$ cat src/rtl/mat_addsub_path_if.sv
// rtl/mat_addsub_path_if.sv - start/finish handshake and matrix operand/result bundle
interface mat_addsub_path_if #(
  parameter int N     = 4,
  parameter int EW    = 4,
  parameter int OUT_W = 10
) ();
  logic                   start;
  logic                   sub;
  logic                   is_signed;
  logic [N*N*EW-1:0]      mat_A;
  logic [N*N*EW-1:0]      mat_B;
  logic [N*N*OUT_W-1:0]   mat_out;
  logic                   busy;
  logic                   finish;

  modport master (
    output start, sub, is_signed, mat_A, mat_B,
    input  mat_out, busy, finish
  );

  modport slave (
    input  start, sub, is_signed, mat_A, mat_B,
    output mat_out, busy, finish
  );
endinterface

$ cat src/rtl/mat_addsub_path.sv
// rtl/mat_addsub_path.sv - multi-beat N x N matrix add/subtract, LANES elements per cycle
module mat_addsub_path #(
  parameter int N     = 4,
  parameter int EW    = 4,
  parameter int OUT_W = 10,
  parameter int LANES = 4
) (
  input  logic              clk,
  input  logic              rst_n,
  mat_addsub_path_if.slave  bus
);
  localparam int ELEMS = N * N;
  localparam int BEATS = ELEMS / LANES;
  localparam int CW    = (BEATS > 1) ? $clog2(BEATS) : 1;

  typedef enum logic [1:0] {IDLE, RUN, DONE} state_t;

  state_t                   state, state_nx;
  logic [ELEMS*EW-1:0]      a_q, b_q;
  logic                     sub_q, sgn_q;
  logic [CW-1:0]            cnt;
  logic [ELEMS*OUT_W-1:0]   out_q;
  logic                     busy_q, finish_q;
  logic                     load, last_beat;
  logic [OUT_W-1:0]         res [LANES];

  assign last_beat = (cnt == CW'(BEATS - 1));

  always_ff @(posedge clk) begin
    if (!rst_n) state <= IDLE;
    else        state <= state_nx;
  end

  always_comb begin
    state_nx = state;
    load     = 1'b0;
    case (state)
      IDLE: if (bus.start) begin load = 1'b1; state_nx = RUN; end
      RUN:  if (last_beat) state_nx = DONE;
      DONE: if (bus.start) begin load = 1'b1; state_nx = RUN; end
      default: state_nx = IDLE;
    endcase
  end

  // Operands are widened to EW+1 bits so the sum/difference never overflows.
  always_comb begin
    logic [EW-1:0] ea, eb;
    logic [EW:0]   xa, xb, d;
    int            idx;
    res = '{default: '0};
    for (int l = 0; l < LANES; l++) begin
      idx = int'(cnt) * LANES + l;
      ea  = a_q[(ELEMS-1-idx)*EW +: EW];
      eb  = b_q[(ELEMS-1-idx)*EW +: EW];
      xa  = {sgn_q & ea[EW-1], ea};
      xb  = {sgn_q & eb[EW-1], eb};
      d   = sub_q ? (xa - xb) : (xa + xb);
      // Unsigned subtraction can go negative, so it is sign-extended like signed mode.
      res[l] = (sgn_q | sub_q) ? OUT_W'($signed(d)) : OUT_W'(d);
    end
  end

  always_ff @(posedge clk) begin
    if (!rst_n) begin
      a_q      <= '0;
      b_q      <= '0;
      sub_q    <= 1'b0;
      sgn_q    <= 1'b0;
      cnt      <= '0;
      out_q    <= '0;
      busy_q   <= 1'b0;
      finish_q <= 1'b0;
    end else begin
      busy_q   <= (state_nx == RUN);
      finish_q <= (state_nx == DONE);
      if (load) begin
        a_q   <= bus.mat_A;
        b_q   <= bus.mat_B;
        sub_q <= bus.sub;
        sgn_q <= bus.is_signed;
        cnt   <= '0;
        out_q <= '0;
      end else if (state == RUN) begin
        for (int l = 0; l < LANES; l++)
          out_q[(ELEMS-1-(int'(cnt)*LANES+l))*OUT_W +: OUT_W] <= res[l];
        cnt <= last_beat ? '0 : cnt + 1'b1;
      end
    end
  end

  assign bus.mat_out = out_q;
  assign bus.busy    = busy_q;
  assign bus.finish  = finish_q;
endmodule

$ cat src/flat_wrapper.sv
// flat-port wrapper written by rule: the top's interface ports become plain ports
module mat_addsub_path_flat 
#(
  parameter int N     = 4,
  parameter int EW    = 4,
  parameter int OUT_W = 10,
  parameter int LANES = 4
)
  (clk, rst_n, bus_start, bus_sub, bus_is_signed, bus_mat_A, bus_mat_B, bus_mat_out, bus_busy, bus_finish);
  mat_addsub_path_if #(.N(N), .EW(EW), .OUT_W(OUT_W)) bus_i ();
  input  logic clk;
  input  logic rst_n;
  input wire logic [$bits(bus_i.start)-1:0] bus_start;
  input wire logic [$bits(bus_i.sub)-1:0] bus_sub;
  input wire logic [$bits(bus_i.is_signed)-1:0] bus_is_signed;
  input wire logic [$bits(bus_i.mat_A)-1:0] bus_mat_A;
  input wire logic [$bits(bus_i.mat_B)-1:0] bus_mat_B;
  output wire logic [$bits(bus_i.mat_out)-1:0] bus_mat_out;
  output wire logic [$bits(bus_i.busy)-1:0] bus_busy;
  output wire logic [$bits(bus_i.finish)-1:0] bus_finish;
  assign bus_i.start = bus_start;
  assign bus_i.sub = bus_sub;
  assign bus_i.is_signed = bus_is_signed;
  assign bus_i.mat_A = bus_mat_A;
  assign bus_i.mat_B = bus_mat_B;
  assign bus_mat_out = bus_i.mat_out;
  assign bus_busy = bus_i.busy;
  assign bus_finish = bus_i.finish;
  mat_addsub_path #(.N(N), .EW(EW), .OUT_W(OUT_W), .LANES(LANES)) u_core (.clk(clk), .rst_n(rst_n), .bus(bus_i));
endmodule
$ cat config.mk
export PLATFORM = sky130hd
export DESIGN_NAME = mat_addsub_path_flat
export DESIGN_NICKNAME = d
export VERILOG_FILES = /design/src/rtl/mat_addsub_path_if.sv /design/src/rtl/mat_addsub_path.sv /design/src/flat_wrapper.sv
export SDC_FILE = /design/constraint.sdc
export NUM_CORES = 1
export LEC_CHECK = 0
export ABC_CLOCK_PERIOD_IN_PS = 10400
export CAP_MARGIN = 20
export CORE_ASPECT_RATIO = 2
export CORE_MARGIN = 2
export CORE_UTILIZATION = 56
export CTS_CLUSTER_SIZE = 8
export DETAILED_ROUTE_END_ITERATION = 6
export PLACE_DENSITY = 0.95
export SKIP_CTS_REPAIR_TIMING = 1
export SYNTH_ARGS = -nofsm -noshare
export SYNTH_HDL_FRONTEND = slang
export SYNTH_SLANG_ARGS = --single-unit
$ cat constraint.sdc
create_clock -name clk -period 10.4 [get_ports clk]
set_clock_uncertainty 0.15 [all_clocks]
set_input_delay 1.56 -clock clk [delete_from_list [all_inputs] [get_ports clk]]
set_output_delay 1.56 -clock clk [all_outputs]
set_load 0.005 [all_outputs]
# ---- Yosys cells after proc, flatten, opt, wreduce, memory -nomap -nowiden
# Cells that the tools add are included.
dict set report totals {
  output_inout_bits 162
  regBits 296
}
dict set report classes {
  reduce_logical 3
  n_bitwise 10
  mux 18
  shift 16
  n_mul 4
  eq_ne 5
  add_sub_neg 20
}
# cell count
set op_table {}
lappend op_table {{$bwmux W160} 4}
lappend op_table {{$shift A10 B33 Y160 const A} 4}
lappend op_table {{$shiftx A10 B33 Y160} 4}
lappend op_table {{$shiftx A64 B32 Y4} 6}
lappend op_table {{$neg A32 Y33} 4}
lappend op_table {{$shiftx A64 B7 Y4} 2}
lappend op_table {{$mul A32 B4 Y31 const B} 3}
lappend op_table {{$sub A5 B32 Y32 const A} 3}
lappend op_table {{$mux W10} 4}
lappend op_table {{$add A5 B5 Y5} 4}
lappend op_table {{$mux W5} 4}
lappend op_table {{$sub A5 B5 Y5} 4}
lappend op_table {{$add A4 B2 Y5 const B} 2}
lappend op_table {{$mul A5 B4 Y9 const B} 1}
lappend op_table {{$and A1 B1 Y1} 8}
lappend op_table {{$eq A2 B2 Y1 const B} 3}
lappend op_table {{$mux W2} 3}
lappend op_table {{$add A4 B1 Y5 const B} 1}
lappend op_table {{$sub A4 B4 Y5 const A} 1}
lappend op_table {{$eq A2 B1 Y1 const B} 2}
lappend op_table {{$pmux W2 S2} 1}
lappend op_table {{$reduce_or A2 Y1} 2}
lappend op_table {{$add A2 B1 Y2 const B} 1}
lappend op_table {{$logic_not A2 Y1} 1}
lappend op_table {{other kinds (3)} 4}

# ---- Depth between registers and ports, before layout
dict set report depth {
  ltp_word 11
  mapped_depth 18
  depth_no_buf 13
}

# ---- Least setup slack after synthesis
# Ideal clock, no wire load.
dict set report synth_timing {
  path_type {reg-to-reg}
  start {register u_core.cnt[0]}
  end {register u_core.out_q[27], in the netlist u_core.bus.mat_out[27]}
  stages_incl_launch_ff 18
  period_less_slack_ns 4.372
  arrival_time_ns 4.093
  path_slack_ns 6.028
  path_cell_list {dfxtp_1 > buf_6 > buf_6 > buf_2 > buf_1 > mux4_2 > inv_1 > ha_1 > inv_1 > fa_1 > a21o_1 > a21oi_1 > xor2_2 > xor2_2 > buf_6 > nor3_1 > a311oi_2 > o211ai_1}
}
dict set report synth_via {
  elab_chain_cells 11
}
# element line
set synth_rtl {}
lappend synth_rtl {{start: declaration} mat_addsub_path.sv:21} ;# logic [CW-1:0] cnt;
lappend synth_rtl {{start signal: assignment} mat_addsub_path.sv:86} ;# cnt <= last_beat ? '0 : cnt + 1'b1;
lappend synth_rtl {{branches (longest 10 deep; another with $neg A32 Y33)} --}
lappend synth_rtl {{$bwmux W160 *} mat_addsub_path.sv:85} ;# out_q[(ELEMS-1-(int'(cnt)*LANES+l))*OUT_W +: OUT_W] <= res[l];
lappend synth_rtl {{end signal: indexed assignment} mat_addsub_path.sv:85}
lappend synth_rtl {{end: declaration} mat_addsub_path.sv:22} ;# logic [ELEMS*OUT_W-1:0] out_q;
# Mark *: on every way between the ends.
# A chain may end at the register's enable or synchronous reset.

# ---- Worst setup path after layout
dict set report layout_timing {
  start {register u_core.cnt[0]}
  end {register u_core.out_q[104], in the netlist u_core.bus.mat_out[104]}
}
# The elaborated chain is that of the path after synthesis.

==> flow_summary.ini <==
[pwr]
clkPwrFrac_pct = 37.3
p_leak_nw = 6.84
swShare_pct = 33.8
netSwitchingPower_w = 0.00109
totalPowerFinal_w = 0.00323
vdd_ir_drop_max_v = 0.000159
combPwrFrac_pct = 25.1
power_frac_seq_pct = 37.5
power.density_nw_per_um2 = 167
p_int_w = 0.00214

[floorplan]
rows = 85
coreArea_um2 = 26800
chipHeight_um = 237
boundaryPins = 295
die_w_um = 120
start_util_pct = 56.5
die_area_um2 = 28500

[finish]
register_area_um2 = 5930
area_growth_syn_to_layout_pct = 27.8
final_common_cell = nand2_1
mostFrequentLayoutCells = 389 x nand2_1, 294 x dfxtp_1, 293 x clkdlybuf4s50_1, 134 x nor2_1, 133 x a21boi_0
multi_input_area_um2 = 8540
final.fill_count = 1961
layout.nets = 2237
drive_gt1_share_pct = 7.72

[timing]
hold_violations = 0
finalSetupViolations = 0
fmax_mhz = 178
finalCritPeriodShare_pct = 53.9
slew_headroom_pct = 18.7
drv_slew = 0
holdWs_ps = 300
rsz0062_at_grt = no
setup_slack_ps = 4790
tns_ps = 0
worst_pin_slew_ps = 1220
fin_crit_ps = 5610

[critical_path]
startpoint_type = flip-flop
arrival_ps = 5910
critPathRequiredTime_ps = 10710
end_kind = flip-flop
r2r-start = u_core.cnt[0]$_SDFFE_PP0P_
crit_fanout = 37
path_cells = buf_4 > mux4_2 > inv_1 > ha_1 > mux2_2 > fa_1 > nor2b_1 > o21ai_0 > and3_4 > o21a_1 > nor2_4 > a31oi_1 > o41ai_1
critPathSlowestCell = nor2_4
cpPeakStageDelay_ps = 840
crit_path_start = u_core.cnt[0]$_SDFFE_PP0P_
crit_type = flip-flop to flip-flop

[route]
drt-total-wl_um = 70200
num_vias = 16500
drt-initial-drc-count = 1803
postRouteAntennaNets = 0
vias_per_cell = 6.82
avgRoutedWirePerCell_um = 29.0
drc = 24
dr.pass1.iters = 7

[outcome]
violations = design-rule violations
outcome = finished with violations

[synthesis]
synth_nets = 2003
yosys_most_used_dff = dfxtp_1
synth-edff-count = 0
synthArstFlopShare_pct = 0
ys_seq_elements = 296
yosysWarnings = 0
syn_inst = 1838
avgSynthCellArea_um2 = 8.24
synth_cell_types = 90
yosysSeqAreaShare_pct = 39.1
synth.cell_area_um2 = 15200

[placement]
globalplace.congestion = 1.05
dp_hpwl_um = 49400
place_ws_ps = 5000
port_buffers = 294

[clocking]
clk_latency_ps = 570
clkSinkCount = 296
cts_buffer_depth = 3
htree_levels = 2
path_clk_slew_ps = 60
root_buffer = clkbuf_16
cts_made_buffers = 42
cts_tree = yes

[run]
drv_cap = 0

[hold_path]
hold_path.class = flip-flop to flip-flop
hold_start = u_core.bus.mat_out[152]$_SDFFE_PP0P_

[global_route]
grt_pass1_vias = 16900
grt_remaining_overflow = 0
grt_max_degree = 106
grt_pass1_wl_um = 102000
antenna_found_initial = 2
grt_use_total_pct = 48.3
[routing by layer]
metal | vias to the layer above | share of wire [%] | track usage, %
met1 | 7727 | 29 | 46.7
li1 | 7016 | - | -
met3 | 525 | 8.4 | 9.87
met4 | 0 | 14 | 52.6
met2 | 1245 | 48 | 80.2
met5 | - | 0 | 0
[sequential cells by signal, indices dropped and copies added, names as in the netlist]
signal / cells
u_core.bus.mat_out: 160
u_core.cnt: 2
u_core.bus.finish: 1
u_core.a_q: 64
u_core.b_q: 64
u_core.sgn_q: 1
u_core.state: 2
u_core.sub_q: 1
u_core.bus.busy: 1
[cell type report]
| type | count | share of cell area (%) |
|---|---|---|
| Multi-Input combinational cell | 1366 | 44.1 |
| Clock buffer | 43 | 5.45 |
| Tap cell | 348 | 2.25 |
| Timing Repair Buffer | 329 | 16.8 |
| Inverter | 37 | 0.717 |
| Clock inverter | 1 | 0.0840 |
| Sequential cell | 296 | 30.6 |
| Antenna cell | 2 | 0.0258 |
[power groups by stage]
stage	clock network, W	logic [W]	registers (W)
3_5_place_dp	0	0.000755	0.00123
6_report	0.00121	0.000812	0.00121
3_3_place_gp	0	0.000741	0.00123
2_1_floorplan	0	0.000443	0.00122
4_1_cts	0.00119	0.000764	0.00121
5_1_grt	0.00123	0.000827	0.00121
[Yosys cell counts, types with 16 or more instances]
cell type	count	share of area, %
dfxtp_1	296	39
inv_1	35	0.87
clkbuf_1	112	2.8
o21ai_0	108	3.6
nor4_1	17	0.70
mux4_2	29	4.3
a31oi_1	43	1.8
and3_1	16	0.66
ha_1	28	2.3
nor2b_1	18	0.74
a21boi_0	133	6.6
nand3_1	46	1.5
a22oi_1	18	0.89
and2_1	16	0.66
nor3_1	39	1.3
a32oi_1	20	1.2
nand2_1	389	9.6
a21oi_1	89	2.9
xnor2_1	17	0.98
nor2_1	134	3.3
[worst max-delay path: cells and delay by family (launching register included)]
kind	cells	cell delay, ps
muxes	2	930
and+or+nand+nor	3	1220
buffers and inverters	2	730
DFF	1	660
adders and majority gates	2	670
AOI/OAI and AO/OA	4	1130
[through the flow]
stage	cell area [um2]	instances	util, %
final	19400	2422	72.3
after global routing	19400	2422	72.3
after CTS	19300	2417	72.1
after detailed placement	18200	2373	68.1
after global placement	18200	2369	67.9
after floorplan	15200	1838	-
[worst paths after layout]
kind	endpoint	slack, ps	cells past startpoint
min reg2reg	u_core.bus.mat_out[152]$_SDFFE_PP0P_	300	2
min	u_core.bus.mat_out[152]$_SDFFE_PP0P_	300	2
max reg2reg	u_core.bus.mat_out[104]$_SDFFE_PP0P_	4790	13
max	u_core.bus.mat_out[104]$_SDFFE_PP0P_	4790	13
[cell families (layout without fill, tap and decap cells)]
logic type                 count (synthesis)  after routing  synth area share, %
muxes                                     42             42                 5.43
adders and majority gates                 32             32                 2.84
AOI/OAI and AO/OA                        547            547                 25.3
xor gates and xnor gates                  23             23                 1.43
other                                      0              2                    0
and+or+nand+nor                          722            722                 21.1
buffers and inverters                    176            410                 4.71
DFF                                      296            296                 39.1
Power figures use the tool's default switching activity.
